`src/rtl/tx_manchester_encoder_pkg.sv`:
```
// Shared types, timing defaults and the per-tick modulation helper for the
// 106 kbit/s PICC->PCD Manchester encoder.
package tx_manchester_encoder_pkg;

    typedef enum logic [1:0] {
        IDLE = 2'd0,
        SOC  = 2'd1,
        DATA = 2'd2,
        EOC  = 2'd3
    } tx_state_e;

    // fc ticks per bit period (must be even) and subcarrier period in ticks.
    localparam int DEFAULT_TICKS_PER_BIT  = 128;
    localparam int DEFAULT_SUBCARRIER_DIV = 16;

    // Modulation level at one tick of a bit period. A '1' modulates the first
    // half, a '0' the second half. Each subcarrier period starts high.
    function automatic logic bit_pattern(
        input logic b,
        input int   tick,
        input int   ticks_per_bit = DEFAULT_TICKS_PER_BIT,
        input int   sc_div        = DEFAULT_SUBCARRIER_DIV
    );
        logic sc;
        logic first_half;
        sc         = (tick % sc_div) < (sc_div / 2);
        first_half = tick < (ticks_per_bit / 2);
        return b ? (sc && first_half) : (sc && !first_half);
    endfunction

endpackage

```
`src/rtl/tx_manchester_encoder_if.sv`:
```
// Bit-stream handshake between the framing logic and the encoder.
// Handshake: a bit moves on every rising clk edge where in_valid && in_ready.
// in_data/in_last are only meaningful while in_valid is high. The source may
// raise in_valid at any time; in_ready is computed from encoder state only
// and never depends on in_valid.
interface tx_manchester_encoder_if;
    logic in_valid;
    logic in_data;
    logic in_last;
    logic in_ready;

    modport master (
        output in_valid,
        output in_data,
        output in_last,
        input  in_ready
    );

    modport slave (
        input  in_valid,
        input  in_data,
        input  in_last,
        output in_ready
    );
endinterface

```
`src/rtl/tx_manchester_encoder_bit_timer.sv`:
```
// Bit-period tick counter. Counts 0..TICKS_PER_BIT-1 while run is high,
// returns to 0 when idle, and can be forced back to tick 0 by restart.
// next_tick is exported so the owner can register outputs aligned to the
// tick value that becomes current on the next edge.
module tx_manchester_encoder_bit_timer #(
    parameter  int TICKS_PER_BIT = 128,
    localparam int TW            = $clog2(TICKS_PER_BIT)
) (
    input  logic          clk,
    input  logic          rst_n,
    input  logic          run,
    input  logic          restart,
    output logic [TW-1:0] next_tick,
    output logic          boundary
);

    logic [TW-1:0] tick;

    assign boundary = (tick == TW'(TICKS_PER_BIT - 1));

    // Next tick: restart or idle go to 0, otherwise increment and wrap.
    always_comb begin
        next_tick = '0;
        if (!restart && run && !boundary) begin
            next_tick = tick + TW'(1);
        end
    end

    // Tick register.
    always_ff @(posedge clk or negedge rst_n) begin
        if (!rst_n) begin
            tick <= '0;
        end else begin
            tick <= next_tick;
        end
    end

endmodule

```
`src/rtl/tx_manchester_encoder.sv`:
```
// PICC->PCD 106 kbit/s bit encoder: SOC, Manchester data on an fc/16
// subcarrier, then EOC. tx_out is registered and always equals the pattern
// for the current (state, tick, bit), so it starts on the edge that enters
// SOC and drops on the edge that enters EOC or IDLE.
module tx_manchester_encoder
    import tx_manchester_encoder_pkg::*;
#(
    parameter int TICKS_PER_BIT  = DEFAULT_TICKS_PER_BIT,
    parameter int SUBCARRIER_DIV = DEFAULT_SUBCARRIER_DIV
) (
    input  logic                          clk,
    input  logic                          rst_n,
    tx_manchester_encoder_if.slave        bits,
    input  logic                          abort,
    output logic                          tx_out,
    output logic                          busy,
    output logic                          underflow,
    output tx_state_e                     state
);

    localparam int TW = $clog2(TICKS_PER_BIT);

    tx_state_e     state_q, state_n;
    logic          cur_bit, cur_bit_n;
    logic          last_seen, last_seen_n;
    logic          underflow_n;
    logic          tx_out_n;
    logic          restart;
    logic          run;
    logic          boundary;
    logic          xfer;
    logic [TW-1:0] next_tick;

    tx_manchester_encoder_bit_timer #(
        .TICKS_PER_BIT(TICKS_PER_BIT)
    ) u_timer (
        .clk      (clk),
        .rst_n    (rst_n),
        .run      (run),
        .restart  (restart),
        .next_tick(next_tick),
        .boundary (boundary)
    );

    assign run   = (state_q != IDLE);
    assign busy  = (state_q != IDLE);
    assign state = state_q;

    // A bit is only taken at the end of SOC or a data bit, never after the
    // last bit, and never on an abort edge.
    assign bits.in_ready = ((state_q == SOC) || (state_q == DATA)) && boundary
                           && !last_seen && !abort;
    assign xfer = bits.in_valid && bits.in_ready;

    // Next-state logic: frame sequencing, bit capture, abort and underflow.
    always_comb begin
        state_n     = state_q;
        cur_bit_n   = cur_bit;
        last_seen_n = last_seen;
        underflow_n = 1'b0;
        restart     = 1'b0;
        case (state_q)
            IDLE: begin
                if (bits.in_valid) begin
                    // Start does not consume a bit; SOC uses the '1' pattern.
                    state_n     = SOC;
                    restart     = 1'b1;
                    cur_bit_n   = 1'b1;
                    last_seen_n = 1'b0;
                end
            end
            SOC, DATA: begin
                if (abort) begin
                    state_n = EOC;
                    restart = 1'b1;
                end else if (boundary) begin
                    if (last_seen) begin
                        state_n = EOC;
                    end else if (xfer) begin
                        state_n     = DATA;
                        cur_bit_n   = bits.in_data;
                        last_seen_n = bits.in_last;
                    end else begin
                        // Source starved: close the partial frame.
                        state_n     = EOC;
                        underflow_n = 1'b1;
                    end
                end
            end
            EOC: begin
                if (boundary) begin
                    state_n = IDLE;
                end
            end
            default: begin
                state_n = IDLE;
            end
        endcase
    end

    // Modulation value for the tick that becomes current on the next edge.
    always_comb begin
        tx_out_n = 1'b0;
        if ((state_n == SOC) || (state_n == DATA)) begin
            tx_out_n = bit_pattern(cur_bit_n, 32'(next_tick), TICKS_PER_BIT, SUBCARRIER_DIV);
        end
    end

    // State, bit registers and registered load-modulator drive.
    always_ff @(posedge clk or negedge rst_n) begin
        if (!rst_n) begin
            state_q   <= IDLE;
            cur_bit   <= 1'b0;
            last_seen <= 1'b0;
            underflow <= 1'b0;
            tx_out    <= 1'b0;
        end else begin
            state_q   <= state_n;
            cur_bit   <= cur_bit_n;
            last_seen <= last_seen_n;
            underflow <= underflow_n;
            tx_out    <= tx_out_n;
        end
    end

endmodule

```
`src/flat_wrapper.sv`:
```
// flat-port wrapper written by rule: the top's interface ports become plain ports
module tx_manchester_encoder_flat import tx_manchester_encoder_pkg::*;
#(
    parameter int TICKS_PER_BIT  = DEFAULT_TICKS_PER_BIT,
    parameter int SUBCARRIER_DIV = DEFAULT_SUBCARRIER_DIV
)
  (clk, rst_n, abort, tx_out, busy, underflow, state, bits_in_valid, bits_in_data, bits_in_last, bits_in_ready);
  tx_manchester_encoder_if bits_i ();
  input  logic clk;
  input  logic rst_n;
  input  logic abort;
  output logic tx_out;
  output logic busy;
  output logic underflow;
  output tx_state_e state;
  input wire logic [$bits(bits_i.in_valid)-1:0] bits_in_valid;
  input wire logic [$bits(bits_i.in_data)-1:0] bits_in_data;
  input wire logic [$bits(bits_i.in_last)-1:0] bits_in_last;
  output wire logic [$bits(bits_i.in_ready)-1:0] bits_in_ready;
  assign bits_i.in_valid = bits_in_valid;
  assign bits_i.in_data = bits_in_data;
  assign bits_i.in_last = bits_in_last;
  assign bits_in_ready = bits_i.in_ready;
  tx_manchester_encoder #(.TICKS_PER_BIT(TICKS_PER_BIT), .SUBCARRIER_DIV(SUBCARRIER_DIV)) u_core (.clk(clk), .rst_n(rst_n), .bits(bits_i), .abort(abort), .tx_out(tx_out), .busy(busy), .underflow(underflow), .state(state));
endmodule
```
`config.mk`:
```
export PLATFORM = sky130hd
export DESIGN_NAME = tx_manchester_encoder_flat
export DESIGN_NICKNAME = d
export VERILOG_FILES = /design/src/rtl/tx_manchester_encoder_pkg.sv /design/src/rtl/tx_manchester_encoder_if.sv /design/src/rtl/tx_manchester_encoder_bit_timer.sv /design/src/rtl/tx_manchester_encoder.sv /design/src/flat_wrapper.sv
export SDC_FILE = /design/constraint.sdc
export NUM_CORES = 1
export LEC_CHECK = 0
export CAP_MARGIN = 20
export CORE_UTILIZATION = 50
export DETAILED_ROUTE_END_ITERATION = 8
export PLACE_DENSITY = 0.79
export SLEW_MARGIN = 20
export SYNTH_ARGS = -nofsm -noshare
export SYNTH_HDL_FRONTEND = slang
export SYNTH_SLANG_ARGS = --single-unit
```
`constraint.sdc`:
```
create_clock -name clk -period 1.98 [get_ports clk]
set_input_delay 0.396 -clock clk [delete_from_list [all_inputs] [get_ports clk]]
set_output_delay 0.396 -clock clk [all_outputs]
set_load 0.02 [all_outputs]
```
After elaboration in Yosys (flattened, before gate mapping)
Index checks and enable logic that the tools add are counted.

Flip-flop bits (word level): 13. Bits in latches: 0. RAM bits: 0. Bits in read-only memories: 0. Input port bits: 6. Output and inout bits: 6. Memories: 0.

$add $sub $neg: 1. $mul: 0. Div/mod/pow operators: 0. $lt $le $gt $ge: 2. Equality and inequality tests: 9. Shift-type cells: 0. Multiplexer cells: 30. Bitwise operators: 0. Reduce and logical (&&, ||, !) cells: 20.

Operator list (count): two-way mux 1 bit (20); two-way mux 2 bit (5); logical AND 1 bit (8); adder 7 x 1 -> 7 bit (second input constant) (1); equality test 7 bit (second input constant) (1); < comparator 7 bit (second input constant) (1); two-way mux 7 bit (1); equality test 2 bit (second input constant) (3); case mux 1 bit (2 select lines) (3); case mux 2 bit (3 select lines) (1); zero test 1 bit (5); equality test 2 x 1 -> 1 bit (second input constant) (2); < comparator 4 bit (second input constant) (1); != test 2 bit (second input constant) (2); AND reduction 4 bit (1); nonzero test 2 bit (2); zero test 2 bit (1); logical OR 1 bit (2); != test 2 x 1 -> 1 bit (second input constant) (1); OR reduction 2 bit (1).

Logic depth before layout (Yosys ltp)
Gate-level depths: netlist of the first run.

Depth in word-level cells: 14. Gate-level depth with buffers: 8.

Cells and area by module
A second synthesis of the first run with hierarchy kept.

Cells, all modules: 77. Area, all modules: 744.5 um^2.

Modules (own cells, without submodules): tx_manchester_encoder (instances 1, cells an instance 45, area each 425.4 um^2); tx_manchester_encoder_bit_timer (instances 1, cells an instance 32, area each 319.1 um^2).

Worst setup path after synthesis of the first run
OpenSTA, ideal clock, no wires.

Path kind: flip-flop to output port. From: register u_core.u_timer.tick[0]. To: output bits_in_ready. Arrival time: 1.696 ns. Required time: 1.584 ns. Path slack: -0.112 ns. Stages on the path, launching flop included: 5. Buffers on the path: 0. Cell sequence: dfrtp_1 > ha_1 > nand3_1 > nor4b_1 > nor3b_1.

Cells in the longest elaborated chain, start to end: 4.

RTL lines: from (decl) (RTL line tx_manchester_encoder_bit_timer.sv:17) `logic [TW-1:0] tick;`; from (signal assigned) (RTL line tx_manchester_encoder_bit_timer.sv:34) `tick <= next_tick;`; equality test 7 bit (RTL line tx_manchester_encoder_bit_timer.sv:19) `assign boundary = (tick == TW'(TICKS_PER_BIT - 1));`; logical AND 1 bit (RTL line tx_manchester_encoder.sv:51) `assign bits.in_ready = ((state_q == SOC) || (state_q == DATA)) && boundary`; logical AND 1 bit (2 in a row) (RTL line tx_manchester_encoder.sv:52) `&& !last_seen && !abort;`; to (decl) (RTL line flat_wrapper.sv:19) `output wire logic [$bits(bits_i.in_ready)-1:0] bits_in_ready;`.

No other way between the ends.

Worst setup path in the final report of the first run
Same ends and word-level chain as after synthesis.

==> summary by stage, run 1 <==
Worst setup path
STA classifies the critical path endpoint as a primary output. The combined buffer and inverter count along the critical path is 1. The largest stage delay on the critical path is 420 ps. In this run the worst path has a maximum fanout of 3. The worst flop-to-flop path endpoint is u_core.tx_out$_DFF_PN0_.

The reg2reg setup slack is 50 ps. On the critical path the largest part of the delay comes from simple AND/OR/NAND/NOR gates. The depth of the worst register-to-register path is 8.

The startpoint type of the worst setup path is a flip-flop. The classification of the worst setup path is flip-flop to primary output. In this run the critical register-to-register path is launched from u_core.u_timer.tick[0]$_DFF_PN0_. The cell with the largest stage delay on the worst path is dfrtp_1. The worst path required time is 1580 ps. Traced cell by cell, the critical path runs through ha_4, nand3_4, nor4b_4, nor3b_2, buf_4.

STA puts the critical path data arrival time at 1590 ps.

Timing
Setup violations remaining at the end of the flow were counted as 1. Static timing analysis puts the maximum clock frequency at 0.504 GHz. At the pin with the least slew margin, the transition time is 574 ps. The relative slew slack is 0.616.

The tightest hold path in the finished design has a slack of 484 ps. Setup repair after global routing could not meet its margin everywhere. The part of the cycle the worst path needs is 1.00. The worst setup slack after layout is -5.98 ps. The number of slew-limit violations in the final report came to 0. The clock skew after layout is 4.93 ps. After layout, the minimum clock period comes to 1990 ps. The hold violation total from the final report was 0.

Clock tree
No sink is reached through more buffers than the 2 on the longest clock path. The root buffer cell is clkbuf_4. The deepest level of the CTS H-tree is 1.

TritonCTS built the clock tree. The clock sink count is 13. The later pin in the worst-skew pair is clocked with a latency of 270 ps. The clock slew seen by the registers of the worst setup and hold paths is 80 ps. Buffers inserted during clock tree synthesis total 3.

Yosys
The unique cell type count in the Yosys netlist is 26. The cell type with the highest aggregate area in the netlist is dfrtp_1. After synthesis, the mean cell area works out to 10.2 um^2.

Synthesis inferred 13 register bits. The share of synthesized area in the top cell type comes to 0.443. The number of nets handed over by synthesis was 81. In this run the cell area of the synthesized design comes to 734 um^2. By area the synthesized netlist is led by dfrtp_1, xnor2_1, ha_1. The post-synthesis sequential area ratio is 0.443. The number of cells produced by synthesis is 72. The Yosys step of the flow raised 0 warnings.

Route
Using the TritonRoute via totals, the vias-per-cell ratio works out to 5.54. The final wirelength is 2.06 mm. The remaining number of nets flagged by the antenna check after routing is 0. The first TritonRoute pass finished after 4 iterations. For this run, design rule violations remaining after detail routing come to 0. The number of DRC violations after detailed-routing iteration 0 is 20. The count of vias placed by the detailed router is 715. The wire length per cell after detailed routing is 16.0 um.

Power
For this design the ratio of total power to cell area is 394 nW/um^2. The worst-case IR drop observed on VDD is 504 uV. The static power due to leakage is 0.000535 uW.

Global routing
In the global route stage, overall resource usage came out at 0.258. The pin count of the biggest net entering global routing is 14. The first global-routing pass estimated 2.59 mm of wire.

The number of global-route vias before repair is 609. Global routing finished with a remaining overflow of 0. The number of antenna violations at the first check in global routing is 0.

Placement
Once detailed placement completed, the half-perimeter wirelength came to 1.33 mm. The congestion estimate from routability-driven global placement came to 0.780. OpenSTA, run right after detailed placement, puts the worst setup slack at -545 ps. Port buffering added 11 buffers.

Final layout
At the end of the flow the core is filled with cells to 0.858. The synthesis-to-layout area growth is 55.9%. 0 antenna diodes ended up in the layout.

In the final layout, the share of cells above drive strength 1 is 0.377. In the final design database the tool counted 124 nets.

Status
The checks that failed: negative setup slack. The flow ran to the end, but the final reports show violations.

Floorplanning
In this run the core area contains 13 standard-cell rows. From bottom edge to top edge, the die measures 40.3 um. The overall die area is 1630 um^2.

The core region area is 1330 um^2. The die is 40.3 um wide. The initial utilization of the core area, before any placement, comes to 0.551. Pin placement for this block handled 12 I/O pins.

Run
The number of max-cap violations is 0.

Worst hold path
The class of the most critical hold timing path is input pin to asynchronous set/reset pin.
==> how the worst max path moves through the flow <==
| stage | startpoint | to | slack, ps | depth (start not counted) |
|---|---|---|---|---|
| global placement | abort | bits_in_ready | -440 | 4 |
| detailed placement | abort | bits_in_ready | -540 | 4 |
| CTS | u_core.u_timer.tick[0]$_DFF_PN0_ | bits_in_ready | -5 | 5 |
| global route | u_core.u_timer.tick[1]$_DFF_PN0_ | bits_in_ready | -100 | 5 |
| finish | u_core.u_timer.tick[0]$_DFF_PN0_ | bits_in_ready | -6 | 5 |
| floorplan | u_core.u_timer.tick[0]$_DFF_PN0_ | bits_in_ready | 110 | 4 |
==> report_power, final <==
group | leakage [uW] | switching [uW] | internal (uW)
combinational | 0.000369 | 11.9 | 13.5
clock | 0.0000150 | 82.4 | 78.0
sequential | 0.000151 | 0 | 265
==> Yosys cell counts <==
cell type,n
or2b_1,1
a21oi_1,2
nand3_1,4
inv_1,5
nor2b_1,4
o211ai_1,1
mux2_4,1
nor3b_1,1
a31oi_1,1
o32ai_2,1
nor4b_1,1
xnor2_1,5
o311ai_4,1
or3_1,1
xor2_1,1
dfrtp_1,13
ha_1,3
nand2_1,6
nand4_1,1
o21ai_0,4
nor2_1,10
nor3_2,1
nand4_4,1
and3_4,1
and3_1,1
a21o_2,1
==> per-stage QoR <==
step	instances	TNS [ps]	cell area (um^2)	power, uW
after floorplan	72	0	739	273
after global placement	118	-453	1020	295
after detailed placement	118	-630	1020	295
after CTS	125	-5.33	1080	457
after global routing	129	-126	1140	475
final	129	-5.98	1140	451
==> final cells by class <==
type                    count  area, um^2
fillers                    74         189
inverters                   5        18.8
flip-flops and latches     13         325
clock buffers               4        26.3
multi-input cells          54         443
well taps                  15        18.8
repair buffers             38         313
==> placed cells by master (no fill, tap or decap), drive strengths merged, types with 2 or more instances in the layout <==
| master | n |
|---|---|
| nand2 | 6 |
| inv | 5 |
| and3 | 2 |
| a21oi | 2 |
| nand4 | 2 |
| clkdlybuf4s50 | 9 |
| xnor2 | 5 |
| buf | 28 |
| ha | 3 |
| nor2b | 4 |
| clkbuf | 4 |
| o21ai | 4 |
| dfrtp | 13 |
| nor2 | 10 |
| nand3 | 4 |
==> cells by family after synthesis <==
group                    Yosys count  share of synthesized area
AO/OA/AOI/OAI                     11                      0.129
flip-flops                        13                      0.443
XOR/XNOR                           6                     0.0715
AND/OR/NAND/NOR                   33                      0.259
adder cells (fa/ha/maj)            3                     0.0511
buffers and inverters              5                     0.0256
multiplexers                       1                     0.0204
==> per-layer routing <==
metal / global-route usage / vias up / wire length (um)
met2: 0.444 / 20 / 1060
met5: 0 / - / 0
met1: 0.290 / 355 / 843
met4: 0.133 / 0 / 60
li1: - / 334 / -
met3: 0.0667 / 6 / 93
==> flip-flops by register name, summed over array words and instances, names as in the netlist <==
signal / count
u_core.cur_bit: 1
u_core.state: 2
u_core.u_timer.tick: 7
u_core.tx_out: 1
u_core.last_seen: 1
u_core.underflow: 1
==> timing repair <==
action,CTS,global route
pin swaps,8,2
buffers inserted,3,4
hold buffers,0,0
gates resized for setup,10,4
setup endpoints to repair,3,2
No activity file was read; power rests on OpenSTA's default activity.
==> inputs of run 2 (changes only) <==
--- a/config.mk
+++ b/config.mk
@@ -6,6 +6,7 @@
 export NUM_CORES = 1
 export LEC_CHECK = 0
 export CAP_MARGIN = 20
+export CORE_MARGIN = 3
 export CORE_UTILIZATION = 50
 export DETAILED_ROUTE_END_ITERATION = 8
 export PLACE_DENSITY = 0.79
==> summary by stage, run 2 (same netlist as run 1, synthesis figures left out) <==
Clock tree
The maximum buffer depth of the clock tree is 2 (unchanged). The number of buffers created by CTS came to 3 (unchanged). The clock slew seen by the registers of the worst setup and hold paths is 90 ps (was 80 ps). The clock latency on the worst-skew pair is 290 ps (was 270 ps). The root buffer cell is clkbuf_4 (unchanged).

The clock tree from TritonCTS is yes (unchanged). The clock sink count came to 13 (unchanged). The deepest level of the CTS H-tree was 1 (unchanged). The number of buffers inserted for hold repair after clock tree synthesis is 0 (unchanged).

Route
The final wirelength was 2.21 mm (was 2.06 mm). The remaining number of nets flagged by the antenna check after routing is 0 (unchanged). The mean number of vias per cell came to 5.76 (was 5.54).

The number of DRC violations after detailed-routing iteration 0 came to 17 (was 20). The DRC violations left is 0 (unchanged). The number of iterations in the first detailed-routing pass is 4 (unchanged). The count of vias placed by the detailed router is 737 (was 715). The wire length per cell after detailed routing is 17.3 um (was 16.0 um).

Worst setup path
The worst path required time was 2160 ps (was 1580 ps). The kind of end point of the critical path is a flip-flop (was primary output). The data arrival time at the worst-slack endpoint is 2270 ps (was 1590 ps). The maximum fanout along the worst path is 2 (was 3).

The startpoint type of the worst setup path is a flip-flop (unchanged). The depth of the worst register-to-register path came to 8 (unchanged). The classification of the worst setup path is flip-flop to flip-flop (was flip-flop to primary output).

Final layout
The flip-flop count of the largest register after layout is 7 (unchanged). The share of final-layout standard cells stronger than drive strength 1 was 0.381 (was 0.377). The number of diodes added for antenna fixing came to 0 (unchanged). The flip-flop and latch area was 325 um^2 (unchanged). The final design utilization is 0.852 (was 0.858). The register containing the most flip-flops in the final layout is u_core.u_timer.tick (unchanged). The synthesis-to-layout area growth is 54.7% (was 55.9%). The final instance count without filler cells is 128 (was 129). The area taken by multi-input logic gates is 445 um^2 (was 443 um^2). The final-layout fill cell count is 72 (was 74). The most frequent standard cell in the layout excluding fill and tap cells is buf_4 (unchanged). The final net count came to 123 (was 124). Most frequent cells in the layout: buf_4, dfrtp_1, nor2_1, clkdlybuf4s50_1, nand2_1 (was buf_4, dfrtp_1, nor2_1).

Floorplanning
The floorplan row count was 13 (unchanged). The overall die area is 1960 um^2 (was 1630 um^2). The number of top-level design ports is 12 (unchanged). The vertical die dimension is 44.3 um (was 40.3 um).

The die width is 44.3 um (was 40.3 um). The starting utilization of the core area is 0.551 (unchanged). The core region area is 1330 um^2 (unchanged).

Status
Status: finished, violations left (unchanged). Failing checks: negative setup slack (unchanged).

Timing
RSZ-0062 raised after global routing: true (unchanged). The relative slew slack came to 0.619 (was 0.616). The total setup violations reported at the end of the flow is 2 (was 1). The transition at the pin with the smallest max-transition slack is 569 ps (was 574 ps).

The shortest period the worst path allows was 2090 ps (was 1990 ps). The hold violation total from the final report was 0 (unchanged). The worst setup slack after layout is -108 ps (was -5.98 ps).

The maximum frequency from static timing analysis came to 0.479 GHz (was 0.504 GHz). The part of the cycle the worst path needs was 1.05 (was 1.00). The clock skew after layout was 17.8 ps (was 4.93 ps). The number of slew-limit violations in the final report is 0 (unchanged).

Power
The portion of total power attributed to sequential cells is 0.578 (was 0.588). The static power due to leakage was 0.000528 uW (was 0.000535 uW). The cell area power density came to 404 nW/um^2 (was 394 nW/um^2).

The portion of total power attributed to the clock network is 0.366 (was 0.356). The cell-internal power came to 357 uW (about the same). The net switching share of the total power is 0.221 (was 0.209). The part of the total power dissipated in combinational logic is 0.055 (was 0.056).

The switching power of the nets is 102 uW (was 94.2 uW). The maximum resistive drop on vdd is 588 uV (was 504 uV).

Placement
The last weighted congestion value of the routability-driven placer came to 0.835 (was 0.780). The count of input and output buffers is 11 (unchanged). The pre-CTS setup slack was -471 ps (was -545 ps). The post-detailed-placement half-perimeter wirelength came to 1.32 mm (was 1.33 mm). The count of placed standard cells including taps is 118 (unchanged).

Worst hold path
The class of the most critical hold timing path is input pin to asynchronous set/reset pin (unchanged).

Global routing
The remaining global-route overflow is 0 (unchanged). The number of global-route vias before repair is 738 (was 609). The pin count of the biggest net entering global routing came to 14 (unchanged). The all-layer global routing usage is 0.239 (was 0.258). The number of antenna violations at the first check in global routing is 0 (unchanged). The first-pass GRT wire length is 3.33 mm (was 2.59 mm).

Run
The number of max-cap violations is 0 (unchanged).
-- run 2: changes by cell type in the layout (fill, tap and decap cells not counted) --
cell,previous run,this run
buf_6,1,0
nor2_1,10,9
nor2_2,0,1
-- run 2: power by group through the flow --
stage               sequential (uW)  clock [uW]  combinational (uW)
CTS                             265         174                24.6
detailed placement              271           0                24.3
global placement                271           0                24.0
global route                    265         185                27.1
floorplan                       271           0                1.90
finish                          265         168                25.4
-- run 2: worst paths after layout --
kind                                                   from                           end  slack [ps]
max reg2reg                u_core.u_timer.tick[0]$_DFF_PN0_       u_core.tx_out$_DFF_PN0_        -110
max                        u_core.u_timer.tick[0]$_DFF_PN0_       u_core.tx_out$_DFF_PN0_        -110
min                                                   rst_n     u_core.state[1]$_DFF_PN0_         470
max in group asynchronous                             rst_n       u_core.tx_out$_DFF_PN0_        1120
min reg2reg                    u_core.last_seen$_DFFE_PN0P_  u_core.last_seen$_DFFE_PN0P_         650
min in group clk               u_core.last_seen$_DFFE_PN0P_  u_core.last_seen$_DFFE_PN0P_         650
-- run 2: timing repair --
item | CTS | global route
endpoints found under the setup margin | 3 | 2
resized for setup | 10 | 4
setup buffers | 2 | 4
pin swaps | 3 | 7
-- run 2: layout make-up --
cell class	count	share of cell area
multi-input cells	54	0.392
flip-flops and latches	13	0.286
repair buffers	37	0.265
clock buffers	4	0.0231
inverters	5	0.0165
well taps	15	0.0165
-- run 2: stage by stage --
step / hold slack, ps / power [uW] / TNS, ps / cell area (um^2)
after floorplan: 100 / 273 / 0 / 739
after global placement: 511 / 295 / -449 / 1020
after detailed placement: 523 / 295 / -518 / 1020
after CTS: 473 / 464 / -51.2 / 1080
after global routing: 491 / 478 / -326 / 1140
final: 465 / 459 / -179 / 1140
-- run 2: critical path, cell delays in order (launching register included) --
cell	delay, ps
dfrtp_1	460
ha_4	190
buf_4	120
and3_4	190
nand4_4	90
mux2_4	320
o311ai_4	320
xnor2_2	140
nor3_2	150
-- run 2: per-layer routing --
metal / up-vias / wire length, um / GRT usage
li1: 331 / - / -
met1: 343 / 850 / 0.266
met2: 49 / 1090 / 0.416
met3: 14 / 150 / 0.0650
met4: 0 / 123 / 0.120
met5: - / 0 / 0
